[config.mk]
export PLATFORM = sky130hd
export DESIGN_NAME = gated_sr_bank
export DESIGN_NICKNAME = d
export VERILOG_FILES = /design/src/rtl/gated_sr_pkg.sv /design/src/rtl/sr_filter_cell.sv /design/src/rtl/gated_sr_bank.sv
export SDC_FILE = /design/constraint.sdc
export NUM_CORES = 1
export LEC_CHECK = 0
export ABC_AREA = 1
export BUFFER_PORTS_ARGS = -buffer_cell sky130_fd_sc_hd__clkbuf_2
export CAP_MARGIN = 30
export CORE_MARGIN = 4
export CORE_UTILIZATION = 62
export CTS_BUF_LIST = sky130_fd_sc_hd__clkbuf_16
export DETAILED_ROUTE_END_ITERATION = 12
export GPL_TIMING_DRIVEN = 1
export PLACE_DENSITY = 0.81
export SYNTH_ARGS = -nofsm -noshare
export SYNTH_HDL_FRONTEND = slang
export SYNTH_HIERARCHICAL = 1
export SYNTH_SLANG_ARGS = --single-unit
[constraint.sdc]
create_clock -name CLK -period 13.1 [get_ports CLK]
set_input_delay 2.62 -clock CLK [delete_from_list [all_inputs] [get_ports CLK]]
set_output_delay 2.62 -clock CLK [all_outputs]
set_load 0.005 [all_outputs]
[src/rtl/gated_sr_pkg.sv]
// gated_sr_pkg: shared definitions for the gated SR storage bank.
//   - MODE_*  : encodings for resolving a qualified S=R=1 command
//   - cmd_t   : per-channel command {S,R}
//   - popcount32 : number of ones in a 32-bit vector
package gated_sr_pkg;

  localparam int MODE_SET_DOM = 0;
  localparam int MODE_RST_DOM = 1;
  localparam int MODE_HOLD    = 2;
  localparam int MODE_TOGGLE  = 3;

  typedef enum logic [1:0] {
    CMD_IDLE = 2'b00,
    CMD_RST  = 2'b01,
    CMD_SET  = 2'b10,
    CMD_BOTH = 2'b11
  } cmd_t;

  function automatic logic [5:0] popcount32(input logic [31:0] v);
    logic [5:0] n;
    n = '0;
    for (int i = 0; i < 32; i++) begin
      n = n + 6'(v[i]);
    end
    return n;
  endfunction

endpackage

[src/rtl/sr_filter_cell.sv]
// sr_filter_cell: one clocked SR cell with input qualification filter.
//   clk, rst      : clock and synchronous active-high reset
//   en            : gate; low clears the stable count
//   s, r          : set / reset request
//   q             : stored state (registered)
//   conflict_qual : high in the cycle an S=R=1 command qualifies; it is
//                   captured by the parent on the same edge as the Q action
module sr_filter_cell
  import gated_sr_pkg::*;
#(
  parameter int MODE   = MODE_SET_DOM,
  parameter int FILTER = 2
) (
  input  logic clk,
  input  logic rst,
  input  logic en,
  input  logic s,
  input  logic r,
  output logic q,
  output logic conflict_qual
);

  localparam logic [3:0] FILT = 4'(FILTER);

  cmd_t       cmd;
  cmd_t       last_cmd;
  logic [3:0] cnt;
  logic [3:0] cnt_next;
  logic       qual;
  logic       q_next;

  always_comb begin
    cmd      = cmd_t'({s, r});
    cnt_next = cnt;
    q_next   = q;

    if (!en || cmd == CMD_IDLE) begin
      cnt_next = '0;
    end else if (cmd != last_cmd) begin
      cnt_next = 4'd1;
    end else if (cnt < FILT) begin
      cnt_next = cnt + 4'd1;
    end

    // Qualify only on the first cycle the count reaches FILTER; a run that
    // is already saturated on the same command stays silent.
    qual = (cnt_next == FILT) && !(cmd == last_cmd && cnt == FILT);

    if (qual) begin
      case (cmd)
        CMD_SET: q_next = 1'b1;
        CMD_RST: q_next = 1'b0;
        CMD_BOTH: begin
          case (MODE)
            MODE_SET_DOM: q_next = 1'b1;
            MODE_RST_DOM: q_next = 1'b0;
            MODE_TOGGLE:  q_next = ~q;
            default:      q_next = q;
          endcase
        end
        default: q_next = q;
      endcase
    end

    conflict_qual = qual && (cmd == CMD_BOTH);
  end

  always_ff @(posedge clk) begin
    if (rst) begin
      cnt      <= '0;
      last_cmd <= CMD_IDLE;
      q        <= 1'b0;
    end else begin
      cnt      <= cnt_next;
      last_cmd <= cmd;
      q        <= q_next;
    end
  end

endmodule

[src/rtl/gated_sr_bank.sv]
// gated_sr_bank: CHANNELS independent filtered SR cells with conflict tracking.
//   CLK, RST     : clock and synchronous active-high reset
//   EN           : gate for all channels
//   S, R         : per-channel set / reset requests
//   CLR_CONFLICT : clears CONFLICT and CONFLICT_CNT (new conflicts win)
//   Q, P         : stored state and its complement
//   CONFLICT     : sticky per-channel S=R=1 qualification flag
//   CONFLICT_CNT : saturating total of qualified conflicts
module gated_sr_bank
  import gated_sr_pkg::*;
#(
  parameter int CHANNELS = 8,
  parameter int MODE     = MODE_SET_DOM,
  parameter int FILTER   = 2,
  parameter int CNT_W    = 8
) (
  input  logic                CLK,
  input  logic                RST,
  input  logic                EN,
  input  logic [CHANNELS-1:0] S,
  input  logic [CHANNELS-1:0] R,
  input  logic                CLR_CONFLICT,
  output logic [CHANNELS-1:0] Q,
  output logic [CHANNELS-1:0] P,
  output logic [CHANNELS-1:0] CONFLICT,
  output logic [CNT_W-1:0]    CONFLICT_CNT
);

  logic [CHANNELS-1:0] q_int;
  logic [CHANNELS-1:0] qual;
  logic [31:0]         qual_ext;
  logic [5:0]          pop;
  logic [CNT_W+5:0]    sum;
  logic [CNT_W-1:0]    cnt_next;
  logic [CNT_W-1:0]    cnt_base;

  for (genvar i = 0; i < CHANNELS; i++) begin : g_cell
    sr_filter_cell #(
      .MODE   (MODE),
      .FILTER (FILTER)
    ) u_cell (
      .clk           (CLK),
      .rst           (RST),
      .en            (EN),
      .s             (S[i]),
      .r             (R[i]),
      .q             (q_int[i]),
      .conflict_qual (qual[i])
    );
  end

  always_comb begin
    qual_ext                 = '0;
    qual_ext[CHANNELS-1:0]   = qual;
    pop                      = popcount32(qual_ext);
    // A clear restarts the total from zero, then this cycle's conflicts add in.
    cnt_base                 = CLR_CONFLICT ? '0 : CONFLICT_CNT;
    sum                      = (CNT_W+6)'(cnt_base) + (CNT_W+6)'(pop);
    if (sum > (CNT_W+6)'({CNT_W{1'b1}})) begin
      cnt_next = '1;
    end else begin
      cnt_next = sum[CNT_W-1:0];
    end
  end

  always_ff @(posedge CLK) begin
    if (RST) begin
      CONFLICT     <= '0;
      CONFLICT_CNT <= '0;
    end else begin
      CONFLICT     <= (CLR_CONFLICT ? '0 : CONFLICT) | qual;
      CONFLICT_CNT <= cnt_next;
    end
  end

  // Q is registered inside the cells, so P carries no input-to-output path.
  assign Q = q_int;
  assign P = ~q_int;

endmodule

After elaboration in Yosys (flattened, before gate mapping) --
Index checks and enable logic that the tools add are counted.
Operators by class: add/sub/neg operators 16, magnitude comparators 9, equal/unequal tests 56, muxes and demuxes 35, bitwise logic cells 2, reductions and logical operators 73
Operators with widths (count):
- $mux 4 | 24
- $eq 4x2->1 const B | 16
- $add 4x1->4 const B | 8
- $eq 2x2->1 const B | 16
- $lt 4x2->1 const B | 8
- $logic_and 1x1->1 | 24
- $mux 8 | 3
- $eq 2x1->1 const B | 8
- $eq 2x2->1 | 8
- $logic_not 2->1 | 8
- $ne 2x2->1 | 8
- $pmux 1 s2 | 8
- $reduce_and 2->1 | 8
- $reduce_bool 2->1 | 8
- $reduce_or 2->1 | 8
- $add 6x1->6 | 2
- $add 8x6->9 | 1
- $gt 9x8->1 const B | 1
- $logic_not 1->1 | 9
- $logic_or 1x1->1 | 8
- $not 8->8 | 1
- $or 8x8->8 | 1
- $add 5x1->6 | 1
- $add 4x1->5 | 1
- other kinds (3) | 3
Storage, ports and cells: bits in registers 72, input bits 20, output and inout bits 32, word-level logic and storage cells 217

Longest topological paths before layout --
Gate-level depths: netlist of the first run.
word-level depth 17, mapped depth 23, depth with buffers taken out 23

By module --
The synthesis of the first run kept the hierarchy.
Modules (own cells, without submodules):
- sr_filter_cell | instances 8, cells each 54, area an instance 380.4 um2, seq. area each 140.1 um2
- gated_sr_bank | instances 1, cells each 122, area an instance 953.4 um2, seq. area each 320.3 um2

Least setup slack after synthesis of the first run --
No wires, ideal clock.
path kind input port to flip-flop, from input S[1], to register CONFLICT_CNT[5], library setup time 56 ps, arrival time 6067 ps, data required time 13044 ps, slack 6978 ps, cell stages on the path 19, path buffers 0, cells stage by stage inv_2 -> nand2_1 -> nand2_2 -> nor2_4 -> nand3_2 -> nor2_2 -> nand3_1 -> nor2_1 -> fa_1 -> inv_1 -> fa_1 -> fa_1 -> fa_1 -> fa_1 -> o21ai_4 -> nand3b_4 -> nand3_1 -> nand2_1 -> inv_1
On the way: word-level cells in the longest chain between the ends 16, elaborated cells on any way between the ends 22, classes of those cells add/sub: 8; order compare: 1; eq/ne: 4; mux: 3; reduce/logical: 6
Ends and longest elaborated chain:
- from (decl) | line gated_sr_bank.sv:20 | input logic [CHANNELS-1:0] S,
- $ne 2x2->1 or $logic_not 2->1 (tied branches) | line sr_filter_cell.sv:39, sr_filter_cell.sv:37
- $mux 4 or $logic_or 1x1->1 (tied branches) | line sr_filter_cell.sv:39, sr_filter_cell.sv:37
- $mux 4 | line sr_filter_cell.sv:37 | if (!en || cmd == CMD_IDLE) begin
- $eq 4x2->1 | line sr_filter_cell.sv:47 | qual = (cnt_next == FILT) && !(cmd == last_cmd && cnt == FILT);
- $logic_and 1x1->1 | line sr_filter_cell.sv:47
- $logic_and 1x1->1 (*) | line sr_filter_cell.sv:65 | conflict_qual = qual && (cmd == CMD_BOTH);
- via qual[1] | line gated_sr_bank.sv:30 | logic [CHANNELS-1:0] qual;
- $add 1x1->2 (*) | line gated_sr_pkg.sv:23 | n = n + 6'(v[i]);
- $add 2x1->3 (*) | line gated_sr_pkg.sv:23
- $add 3x1->4 (*) | line gated_sr_pkg.sv:23
- $add 4x1->5 (*) | line gated_sr_pkg.sv:23
- $add 5x1->6 (*) | line gated_sr_pkg.sv:23
- $add 6x1->6 (*) (2 in a row) | line gated_sr_pkg.sv:23
- $add 8x6->9 (*) | line gated_sr_bank.sv:58 | sum = (CNT_W+6)'(cnt_base) + (CNT_W+6)'(pop);
- $gt 9x8->1 | line gated_sr_bank.sv:59 | if (sum > (CNT_W+6)'({CNT_W{1'b1}})) begin
- $mux 8 (*) | line gated_sr_bank.sv:59
- to (signal assigned) | line gated_sr_bank.sv:72 | CONFLICT_CNT <= cnt_next;
- to (decl) | line gated_sr_bank.sv:26 | output logic [CNT_W-1:0] CONFLICT_CNT
Mark *: on every way through the listed nets, which the timed path passes. The rest lies on a longest branch. A chain may end at the register's enable or synchronous reset.

Worst setup path after layout of the first run --
from input EN, to register CONFLICT_CNT[5]
On the way: elaborated cells on any way between the ends 51, classes of those cells add/sub: 8; order compare: 1; eq/ne: 8; mux: 9; reduce/logical: 25
RTL lines:
- from (decl) | line gated_sr_bank.sv:19 | input logic EN,
- $logic_not 1->1 (*) | line sr_filter_cell.sv:37
- $logic_or 1x1->1 (*) | line sr_filter_cell.sv:37
- $mux 4 (*) | line sr_filter_cell.sv:37
- $eq 4x2->1 (*) | line sr_filter_cell.sv:47
- $logic_and 1x1->1 (*) | line sr_filter_cell.sv:47
- $logic_and 1x1->1 (*) | line sr_filter_cell.sv:65
- via qual[3] | line gated_sr_bank.sv:30
- $add 3x1->4 (*) | line gated_sr_pkg.sv:23
- $add 4x1->5 (*) | line gated_sr_pkg.sv:23
- $add 5x1->6 (*) | line gated_sr_pkg.sv:23
- $add 6x1->6 (*) (2 in a row) | line gated_sr_pkg.sv:23
- $add 8x6->9 (*) | line gated_sr_bank.sv:58
- $gt 9x8->1 | line gated_sr_bank.sv:59
- $mux 8 (*) | line gated_sr_bank.sv:59
Marked as above.

==> impl_metrics.tcl, run 1 <==
set metrics [dict create \
    status "completed" \
    ys_seq_elements 72 \
    path_max_fanout 16 \
    met2RoutedLength_mm 4.15 \
    startpoint_type "input port" \
    worstHoldStart "CONFLICT[2]" \
    final_cell_mix "126 x nand2_1, 93 x inv_1, 72 x dfxtp_1" \
    drt_first_pass_iters 5 \
    clockBufferDepth 2 \
    totalWireLength_mm 8.45 \
    num_io_pins 52 \
    area_delta_synth_final_pct 15.2 \
    gp_routability_congestion 0.853 \
    fmax_ghz 0.157 \
    setup.worst_path.end_class "register" \
    postRouteAntennaNets 0 \
    worst_slew_pin_slew_ns 0.730 \
    die_y_microns 88.3 \
    cts_hold_buf 0 \
    die_w_microns 88.3 \
    n_fill_cell 450 \
    top_layer "met4" \
    vias 3648 \
    start_util_pct 65.6 \
    tns_ns 0 \
    min_to "CONFLICT[2]" \
    port_buffers 51 \
    finalCritPeriodShare_pct 48.6 \
    htree_levels 3 \
    grt_max_degree 72 \
    relSlewSlack_pct 51.4 \
    drive_gt1_share_pct 22.1 \
    hold_depth 2 \
    wl_met3_microns 447 \
    routedWlPerCell_microns 12.2 \
    maxCapViolCount 0 \
    cts_root_buf "clkbuf_16" \
    num_antenna_cells 0 \
    clk_pin_slew_ns 0.06 \
    synth_area_leaders "dfxtp_1 36%, nand2_1 12%, inv_1 8.7%" \
    overflow 0 \
    placed_cell_area_sq_um 4340 \
    synth_area_sq_um 4000 \
    synth_fp_nets 601 \
    nNetsFinal 662 \
    grt_pass1_wl_mm 14.4 \
    p_sw_mw 0.126 \
    seqPwrFrac_pct 46.3 \
    cts.sinks 72 \
    pre_cts_slack_ns 6.38 \
    antenna_found_initial 0 \
    p_leak_nw 2.31 \
    cts_setup_buffers 0 \
    drc 0 \
    rr_endpoint "CONFLICT_CNT[5]" \
    period_needed_ns 6.36 \
    dieArea_sq_um 7790 \
    yosysTopAreaCell "dfxtp_1" \
    fin_area_sq_um 4600 \
    clockPowerShare_pct 44.5 \
    setup_ws_ns 6.74 \
    yosysUniqueCellTypes 25 \
    rsz0062_at_grt "false" \
    setup_viol 0 \
    synth_warnings 6 \
    async_flop_share_pct 0 \
    hold_viol 0 \
    irDropWorstVdd_mv 0.0899 \
    synth_seq_area_share_pct 36.1 \
    p_per_area_nw_per_um2 106 \
    rows 28 \
    ff2ff_setup_slack_ns 8.75 \
    finalMaxSlewViolations 0 \
    cts_resized 0 \
    reg2regPathDepth 20 \
    required_ns 13.38 \
    synth_top_cell_area_share_pct 36.1 \
    synth_area_per_cell_sq_um 7.21 \
    netSwitchingFraction_pct 25.6 \
    critPathKind "input port to register" \
    insertion_delay_ns 0.33 \
    synthCells 554 \
    ys.flop_type "dfxtp_1" \
    combPwrFrac_pct 9.2 \
    viasPerCell 5.25 \
    crit_arrival_ns 6.65 \
    drt_iter0_drc 162 \
    mostFrequentLayoutCell "nand2_1" \
    tritoncts "done" \
    clock_skew_ns 0.00488 \
    wl_met1_mm 3.68 \
    intPower_mw 0.364 \
    core_area_sq_um 6100 \
    synth_edf_count 0 \
    first_global_vias 3403 \
    hp-class "register to register" \
    grt_use_total_pct 23.5 \
    dp_hpwl_mm 6.16 \
    r2r-start "g_cell[1].u_cell/cnt[0]" \
    cts-buffers-inserted 9 \
]
[cells by family (layout without fill, tap and decap cells)]
kind of cell | after synthesis | in the layout | share of synthesized area, %
buffers and inverters | 104 | 170 | 10.0
AOI/OAI and AO/OA | 33 | 33 | 5.42
and+or+nand+nor | 315 | 315 | 38.4
xor gates and xnor gates | 3 | 3 | 0.658
adders and majority gates | 27 | 27 | 9.39
DFF | 72 | 72 | 36.1
[Yosys cell counts, types with 2 or more instances]
cell / number
inv_1: 93
nor2_2: 16
o21a_1: 8
nand3_2: 8
nor2_1: 55
nand3_1: 57
a211oi_1: 8
nor2_4: 9
fa_1: 5
xor2_1: 2
nand4_1: 8
inv_2: 8
nor4_1: 8
nand2_2: 26
dfxtp_1: 72
a21oi_1: 16
ha_1: 22
nand2_1: 126
[how the worst max path moves through the flow]
stage          cells after the start         endpoint  start  slack, ns
6_report                          17  CONFLICT_CNT[5]     EN       6.74
5_1_grt                           15  CONFLICT_CNT[3]     EN       6.46
4_1_cts                           17  CONFLICT_CNT[5]     EN       6.72
3_5_place_dp                      17  CONFLICT_CNT[5]     EN       6.38
3_3_place_gp                      17  CONFLICT_CNT[7]     EN       6.49
2_1_floorplan                     19  CONFLICT_CNT[5]   S[1]       6.98
[critical path, cell delays in order]
cell and delay, ns:
clkbuf_2 0.36, o21a_1 0.25, nand3_2 0.11, nor2_2 0.13, nand3_1 0.10, nor2_1 0.17, fa_1 0.44, inv_1 0.08
fa_1 0.43, fa_1 0.45, fa_1 0.41, fa_1 0.46, o21ai_4 0.25, nand3b_4 0.16, nand3_1 0.12, nand2_1 0.05
inv_1 0.04
[cell type report]
type	count	area [sq um]	share of cell area, %
inverter	102	385	8.37
multi-input combinational	378	2150	46.8
clock inverter	7	38.8	0.843
timing repair buffer	52	263	5.71
tap	75	93.8	2.04
sequential	72	1440	31.3
clock buffer	9	225	4.89
[state kept, by name, summed over array words and instances, names as in the netlist]
signal	flops
CONFLICT_CNT	8
CONFLICT	8
g_cell.u_cell/last_cmd	16
g_cell.u_cell/q	8
g_cell.u_cell/cnt	32
[per-layer routing]
metal,GRT usage (%),up-vias
met5,0,-
met4,10.6,0
met3,4.10,19
met2,40.2,87
met1,29.0,1684
li1,-,1858
[power by group through the flow]
stage	combinational (mW)	sequential, mW	clock [mW]
2_1_floorplan	0.0306	0.231	0
3_3_place_gp	0.0432	0.231	0
3_5_place_dp	0.0448	0.232	0
4_1_cts	0.0452	0.227	0.221
5_1_grt	0.0510	0.227	0.234
6_report	0.0451	0.227	0.218
[per-stage QoR]
stage	power [mW]	cells	utilization, %	hold slack [ns]
after global routing	0.512	695	75.5	0.504
final	0.490	695	75.5	0.472
after CTS	0.494	695	75.5	0.477
after global placement	0.275	679	71.2	0.452
after detailed placement	0.276	679	71.2	0.465
after floorplan	0.262	554	-	0.449
Power figures use the tool's default switching activity.
==> run 2, diff against run 1 <==
--- a/config.mk
+++ b/config.mk
@@ -5,15 +5,15 @@
 export SDC_FILE = /design/constraint.sdc
 export NUM_CORES = 1
 export LEC_CHECK = 0
-export ABC_AREA = 1
+export ABC_AREA = 0
 export BUFFER_PORTS_ARGS = -buffer_cell sky130_fd_sc_hd__clkbuf_2
 export CAP_MARGIN = 30
 export CORE_MARGIN = 4
-export CORE_UTILIZATION = 62
+export CORE_UTILIZATION = 52
 export CTS_BUF_LIST = sky130_fd_sc_hd__clkbuf_16
 export DETAILED_ROUTE_END_ITERATION = 12
 export GPL_TIMING_DRIVEN = 1
-export PLACE_DENSITY = 0.81
+export PLACE_DENSITY = 0.72
 export SYNTH_ARGS = -nofsm -noshare
 export SYNTH_HDL_FRONTEND = slang
 export SYNTH_HIERARCHICAL = 1
==> constraint.sdc (replaced) <==
create_clock -name CLK -period 5.6 [get_ports CLK]
set_input_delay 1.12 -clock CLK [delete_from_list [all_inputs] [get_ports CLK]]
set_output_delay 1.12 -clock CLK [all_outputs]
set_load 0.005 [all_outputs]
==> impl_metrics.tcl, run 2 <==
set metrics [dict create \
    status "completed" \
    ff2ff_setup_slack_ns 0.45 \
    core_area_sq_um 7210 \
    irDropWorstVdd_mv 0.262 \
    min_to "CONFLICT[7]" \
    worst_slew_pin_slew_ns 0.744 \
    tns_ns 0 \
    reg2regPathDepth 17 \
    final_cell_mix "72 x dfxtp_1, 66 x nor2_1, 51 x clkbuf_2" \
    mostFrequentLayoutCell "dfxtp_1" \
    die_y_microns 94.0 \
    worstHoldStart "CONFLICT[7]" \
    setup_viol 0 \
    drt_first_pass_iters 4 \
    cts_resized 0 \
    top_layer "met4" \
    die_w_microns 94.0 \
    instances_no_fill 612 \
    period_needed_ns 5.31 \
    cts_root_buf "clkbuf_16" \
    yosysTopAreaCell "dfxtp_1" \
    cts.sinks 72 \
    met2RoutedLength_mm 3.83 \
    antenna_found_initial 0 \
    hold_depth 2 \
    largest_reg_flops 32 \
    port_buffers 51 \
    num_io_pins 52 \
    yosysUniqueCellTypes 39 \
    hold_ws_ns 0.495 \
    synthCells 438 \
    grt_use_total_pct 19.1 \
    clk_pin_slew_ns 0.05 \
    htree_levels 3 \
    finalCritPeriodShare_pct 94.7 \
    ys_seq_elements 72 \
    postRouteAntennaNets 0 \
    clockBufferDepth 2 \
    n_fill_cell 647 \
    path_max_fanout 5 \
    hp-class "register to register" \
    hold_viol 0 \
    nNetsFinal 558 \
    fin_area_sq_um 4580 \
    r2r-start "g_cell[3].u_cell/cnt[0]" \
    dp.cells 599 \
    async_flop_share_pct 0 \
    synth_edf_count 0 \
    viasPerCell 5.31 \
    clock_skew_ns 0.00683 \
    synth_area_leaders "dfxtp_1 37%, ha_1 7.2%, nor2_1 6.4%" \
    synth_warnings 6 \
    start_util_pct 53.3 \
    synth_top_cell_area_share_pct 37.5 \
    rsz0062_at_grt "false" \
    cts-buffers-inserted 9 \
    routedWlPerCell_microns 12.7 \
    wl_met1_mm 3.45 \
    area_delta_synth_final_pct 19.0 \
    gp_routability_congestion 0.811 \
    setup_ws_ns 0.294 \
    overflow 0 \
    tritoncts "done" \
    rr_endpoint "CONFLICT_CNT[5]" \
    fmax_ghz 0.188 \
    cts_hold_buf 0 \
    required_ns 5.82 \
    vias 3250 \
    totalWireLength_mm 7.78 \
    num_antenna_cells 0 \
    grt_max_degree 73 \
    synth_area_sq_um 3850 \
    dp_hpwl_mm 5.79 \
    top_regs "g_cell.u_cell/cnt (32), g_cell.u_cell/last_cmd (16)" \
    pre_cts_slack_ns -0.117 \
    crit_arrival_ns 5.53 \
    regMostFlops "g_cell.u_cell/cnt" \
    synth_fp_nets 485 \
    startpoint_type "input port" \
    wl_met3_microns 424 \
    drt_iter0_drc 95 \
    ys.flop_type "dfxtp_1" \
    rows 31 \
    dieArea_sq_um 8840 \
    p_per_area_nw_per_um2 250 \
    placed_cell_area_sq_um 4310 \
    maxCapViolCount 0 \
    drc 0 \
    critPathKind "input port to register" \
    cts_setup_buffers 0 \
    setup.worst_path.end_class "register" \
    synth_seq_area_share_pct 37.5 \
    finalMaxSlewViolations 0 \
    synth_area_per_cell_sq_um 8.78 \
    first_global_vias 3198 \
    relSlewSlack_pct 50.4 \
    synth.most_common_cell "dfxtp_1" \
    grt_pass1_wl_mm 13.6 \
    p_leak_nw 1.94 \
    insertion_delay_ns 0.33 \
    synth_common_cells "72 x dfxtp_1, 66 x nor2_1, 45 x inv_1, 40 x nor3_1, 29 x a21oi_1" \
    drive_gt1_share_pct 19.9 \
]
run 2: changes by cell type after synthesis, moves of 13 or more:
| cell | previous run | this run |
|---|---|---|
| a21oi_1 | 16 | 29 |
| nor2b_1 | 0 | 21 |
| nor3_1 | 0 | 40 |
| nand2_2 | 26 | 0 |
| inv_1 | 93 | 45 |
| nand2_1 | 126 | 18 |
| nor2_2 | 16 | 1 |
| nand3_1 | 57 | 0 |
run 2: cells by family (layout without fill, tap and decap cells):
kind of cell / after synthesis / count (layout) / synth area share (%)
AOI/OAI and AO/OA: 84 / 84 / 18.4
xor gates and xnor gates: 17 / 17 / 3.87
adders and majority gates: 27 / 27 / 9.76
buffers and inverters: 48 / 123 / 4.78
DFF: 72 / 72 / 37.5
and+or+nand+nor: 190 / 190 / 25.7
run 2: how the worst max path moves through the flow:
stage / startpoint / to / slack [ns]
after global routing: EN / CONFLICT_CNT[5] / 0.06
after detailed placement: R[0] / CONFLICT_CNT[5] / -0.12
after CTS: R[0] / CONFLICT_CNT[5] / 0.21
after global placement: S[1] / CONFLICT_CNT[5] / 0.009
after floorplan: S[0] / CONFLICT_CNT[5] / 0.20
final: S[1] / CONFLICT_CNT[5] / 0.29
run 2: where the power goes:
group	total, mW	leakage, nW	internal (mW)	switching (mW)
clock	0.523	0.137	0.332	0.191
sequential	0.531	0.586	0.523	0.00750
combinational	0.0930	1.22	0.0404	0.0526
run 2: metal layers:
| metal | vias up | global-route usage, % |
|---|---|---|
| li1 | 1663 | - |
| met1 | 1502 | 22.5 |
| met3 | 7 | 4.97 |
| met5 | - | 0 |
| met2 | 78 | 33.0 |
| met4 | 0 | 7.70 |
run 2: cell type report:
| type | instances | area, sq um | share of cell area [%] |
|---|---|---|---|
| sequential | 72 | 1440 | 31.5 |
| multi-input combinational | 318 | 2220 | 48.5 |
| clock buffer | 9 | 225 | 4.92 |
| inverter | 46 | 173 | 3.77 |
| clock inverter | 4 | 41.3 | 0.902 |
| timing repair buffer | 64 | 353 | 7.71 |
| tap | 99 | 124 | 2.71 |
run 2: worst max-delay path: stages:
cell and delay, ns:
clkbuf_2 0.12, o21ai_0 0.22, nor2_1 0.10, a2111oi_4 0.28, and3b_1 0.22, and3_1 0.22
fa_1 0.43, inv_1 0.09, fa_1 0.43, fa_1 0.45, fa_1 0.41, fa_1 0.40
nand2b_1 0.18, a2111o_1 0.38, o2111a_1 0.15, a2111oi_2 0.33
run 2: stage by stage:
stage	utilization (%)	total power [mW]
finish	63.5	1.15
global route	63.5	1.19
CTS	63.5	1.16
detailed placement	59.8	0.634
global placement	59.8	0.631
floorplan	-	0.598
==> run 3, diff against run 2 <==
--- a/config.mk
+++ b/config.mk
@@ -13,7 +13,7 @@
 export CTS_BUF_LIST = sky130_fd_sc_hd__clkbuf_16
 export DETAILED_ROUTE_END_ITERATION = 12
 export GPL_TIMING_DRIVEN = 1
-export PLACE_DENSITY = 0.72
+export PLACE_DENSITY_LB_ADDON = 0.15
 export SYNTH_ARGS = -nofsm -noshare
 export SYNTH_HDL_FRONTEND = slang
 export SYNTH_HIERARCHICAL = 1
==> constraint.sdc (replaced) <==
create_clock -name CLK -period 5.6 [get_ports CLK]
set_input_delay 0.84 -clock CLK [delete_from_list [all_inputs] [get_ports CLK]]
set_output_delay 0.84 -clock CLK [all_outputs]
set_load 0.005 [all_outputs]
==> impl_metrics.tcl, run 3 (synthesized netlist as in run 2, its figures left out) <==
set metrics [dict create \
    status "completed" \
    postRouteAntennaNets 0 \
    setup_viol 0 \
    drt_first_pass_iters 4 \
    overflow 0 \
    nNetsFinal 549 \
    crit_buf_inv 2 \
    totalWireLength_mm 7.56 \
    period_needed_ns 5.21 \
    worstPathCellList "inv_1 -> ha_1 -> nor3_1 -> nor2_1 -> a2111oi_4 -> and3b_1 -> and3_1 -> fa_1 -> inv_1 -> fa_1 -> fa_1 -> fa_1 -> fa_1 -> nand2b_1 -> a2111o_1 -> o2111a_1 -> a2111oi_2" \
    cp_top_family "adder cells" \
    tritoncts "done" \
    irDropWorstVdd_mv 0.136 \
    grt_use_total_pct 18.4 \
    required_ns 5.82 \
    tns_ns 0 \
    rows 31 \
    drt_iter0_drc 69 \
    vias 3205 \
    drive_gt1_share_pct 18.2 \
    num_io_pins 52 \
    p_leak_nw 1.90 \
    worst_slew_pin_slew_ns 0.816 \
    die_y_microns 94.0 \
    relSlewSlack_pct 45.6 \
    dp_hpwl_mm 5.73 \
    grt_max_degree 42 \
    largest_reg_flops 32 \
    mostFrequentLayoutCell "dfxtp_1" \
    top_regs "g_cell.u_cell/cnt (32), g_cell.u_cell/last_cmd (16)" \
    fin_util_pct 62.3 \
    cts_hold_buf 0 \
    clock_skew_ns 0.00403 \
    antenna_found_initial 0 \
    gp_routability_congestion 0.837 \
    insertion_delay_ns 0.32 \
    htree_levels 3 \
    crit_arrival_ns 5.44 \
    worst_path_largest_cell_delay_ns 0.45 \
    cts_setup_buffers 0 \
    finalCritPeriodShare_pct 93.1 \
    drc 0 \
    grt_pass1_wl_mm 13.0 \
    die_w_microns 94.0 \
    routedWlPerCell_microns 12.5 \
    regMostFlops "g_cell.u_cell/cnt" \
    clk_pin_slew_ns 0.05 \
    core_area_sq_um 7210 \
    dieArea_sq_um 8840 \
    cts.sinks 72 \
    hold_ws_ns 0.494 \
    path_max_fanout 3 \
    first_global_vias 3042 \
    clockBufferDepth 2 \
    port_buffers 51 \
    cts-buffers-inserted 9 \
    worst_path_max_delay_cell "fa_1" \
    cp_common_cell "fa_1" \
    hp-class "register to register" \
    p_per_area_nw_per_um2 245 \
    final_cell_mix "72 x dfxtp_1, 66 x nor2_1, 51 x clkbuf_2" \
    fmax_ghz 0.192 \
    viasPerCell 5.30 \
    num_antenna_cells 0 \
    hold_viol 0 \
    rsz0062_at_grt "false" \
    cts_resized 0 \
    finalMaxSlewViolations 0 \
    startpoint_type "register" \
    start_util_pct 53.3 \
    area_delta_synth_final_pct 16.8 \
    setup.worst_path.end_class "register" \
    maxCapViolCount 0 \
    critPathKind "register to register" \
    cts_root_buf "clkbuf_16" \
]
run 3: cell types whose count changed in the layout (fill, tap and decap cells not counted), sizes merged:
| cell | previous run | this run |
|---|---|---|
| clkinv | 1 | 2 |
| inv | 48 | 50 |
| buf | 13 | 4 |
| bufinv | 1 | 0 |
run 3: per-stage QoR:
stage / instance area, sq um / total power [mW] / cells / setup WS, ns
2_1_floorplan: 3850 / 0.598 / 438 / 0.483
3_3_place_gp: 4240 / 0.629 / 590 / 0.234
3_5_place_dp: 4240 / 0.631 / 590 / 0.166
4_1_cts: 4490 / 1.11 / 605 / 0.377
5_1_grt: 4490 / 1.15 / 605 / 0.172
6_report: 4490 / 1.10 / 605 / 0.385
run 3: power by group:
| part | total (mW) | leakage (nW) | internal [mW] | switching (mW) |
|---|---|---|---|---|
| Sequential | 0.530 | 0.586 | 0.523 | 0.00734 |
| Combinational | 0.0898 | 1.18 | 0.0382 | 0.0516 |
| Clock | 0.479 | 0.135 | 0.287 | 0.192 |
| Total | 1.10 | 1.90 | 0.848 | 0.251 |
run 3: final timing paths:
check                     to  cells past startpoint  slack, ns                    start
max reg2reg  CONFLICT_CNT[5]                     17       0.39  g_cell[3].u_cell/cnt[0]
min reg2reg      CONFLICT[6]                      2       0.49              CONFLICT[6]
max          CONFLICT_CNT[5]                     17       0.39  g_cell[3].u_cell/cnt[0]
min              CONFLICT[6]                      2       0.49              CONFLICT[6]
run 3: layer usage:
layer  vias to the layer above  wire [microns]  global-route usage, %
met4                         0             121                   7.58
li1                       1647               -                      -
met1                      1498            3460                   21.9
met3                         9             284                   3.85
met5                         -               0                      0
met2                        51            3700                   32.1
run 3: tightest hold or removal path, delay by kind of cell (launching register included):
family | cells | cell delay, ns
AND/OR/NAND/NOR | 1 | 0.07
AO/OA/AOI/OAI | 1 | 0.06
flip-flops | 1 | 0.32
run 3: area by class of cell:
cell class                      count  area, sq um
Fill cell                         654         2720
Clock inverter                      6         22.5
Timing Repair Buffer               55          285
Inverter                           46          173
Multi-Input combinational cell    318         2220
Clock buffer                        9          225
Sequential cell                    72         1440
Tap cell                           99          124
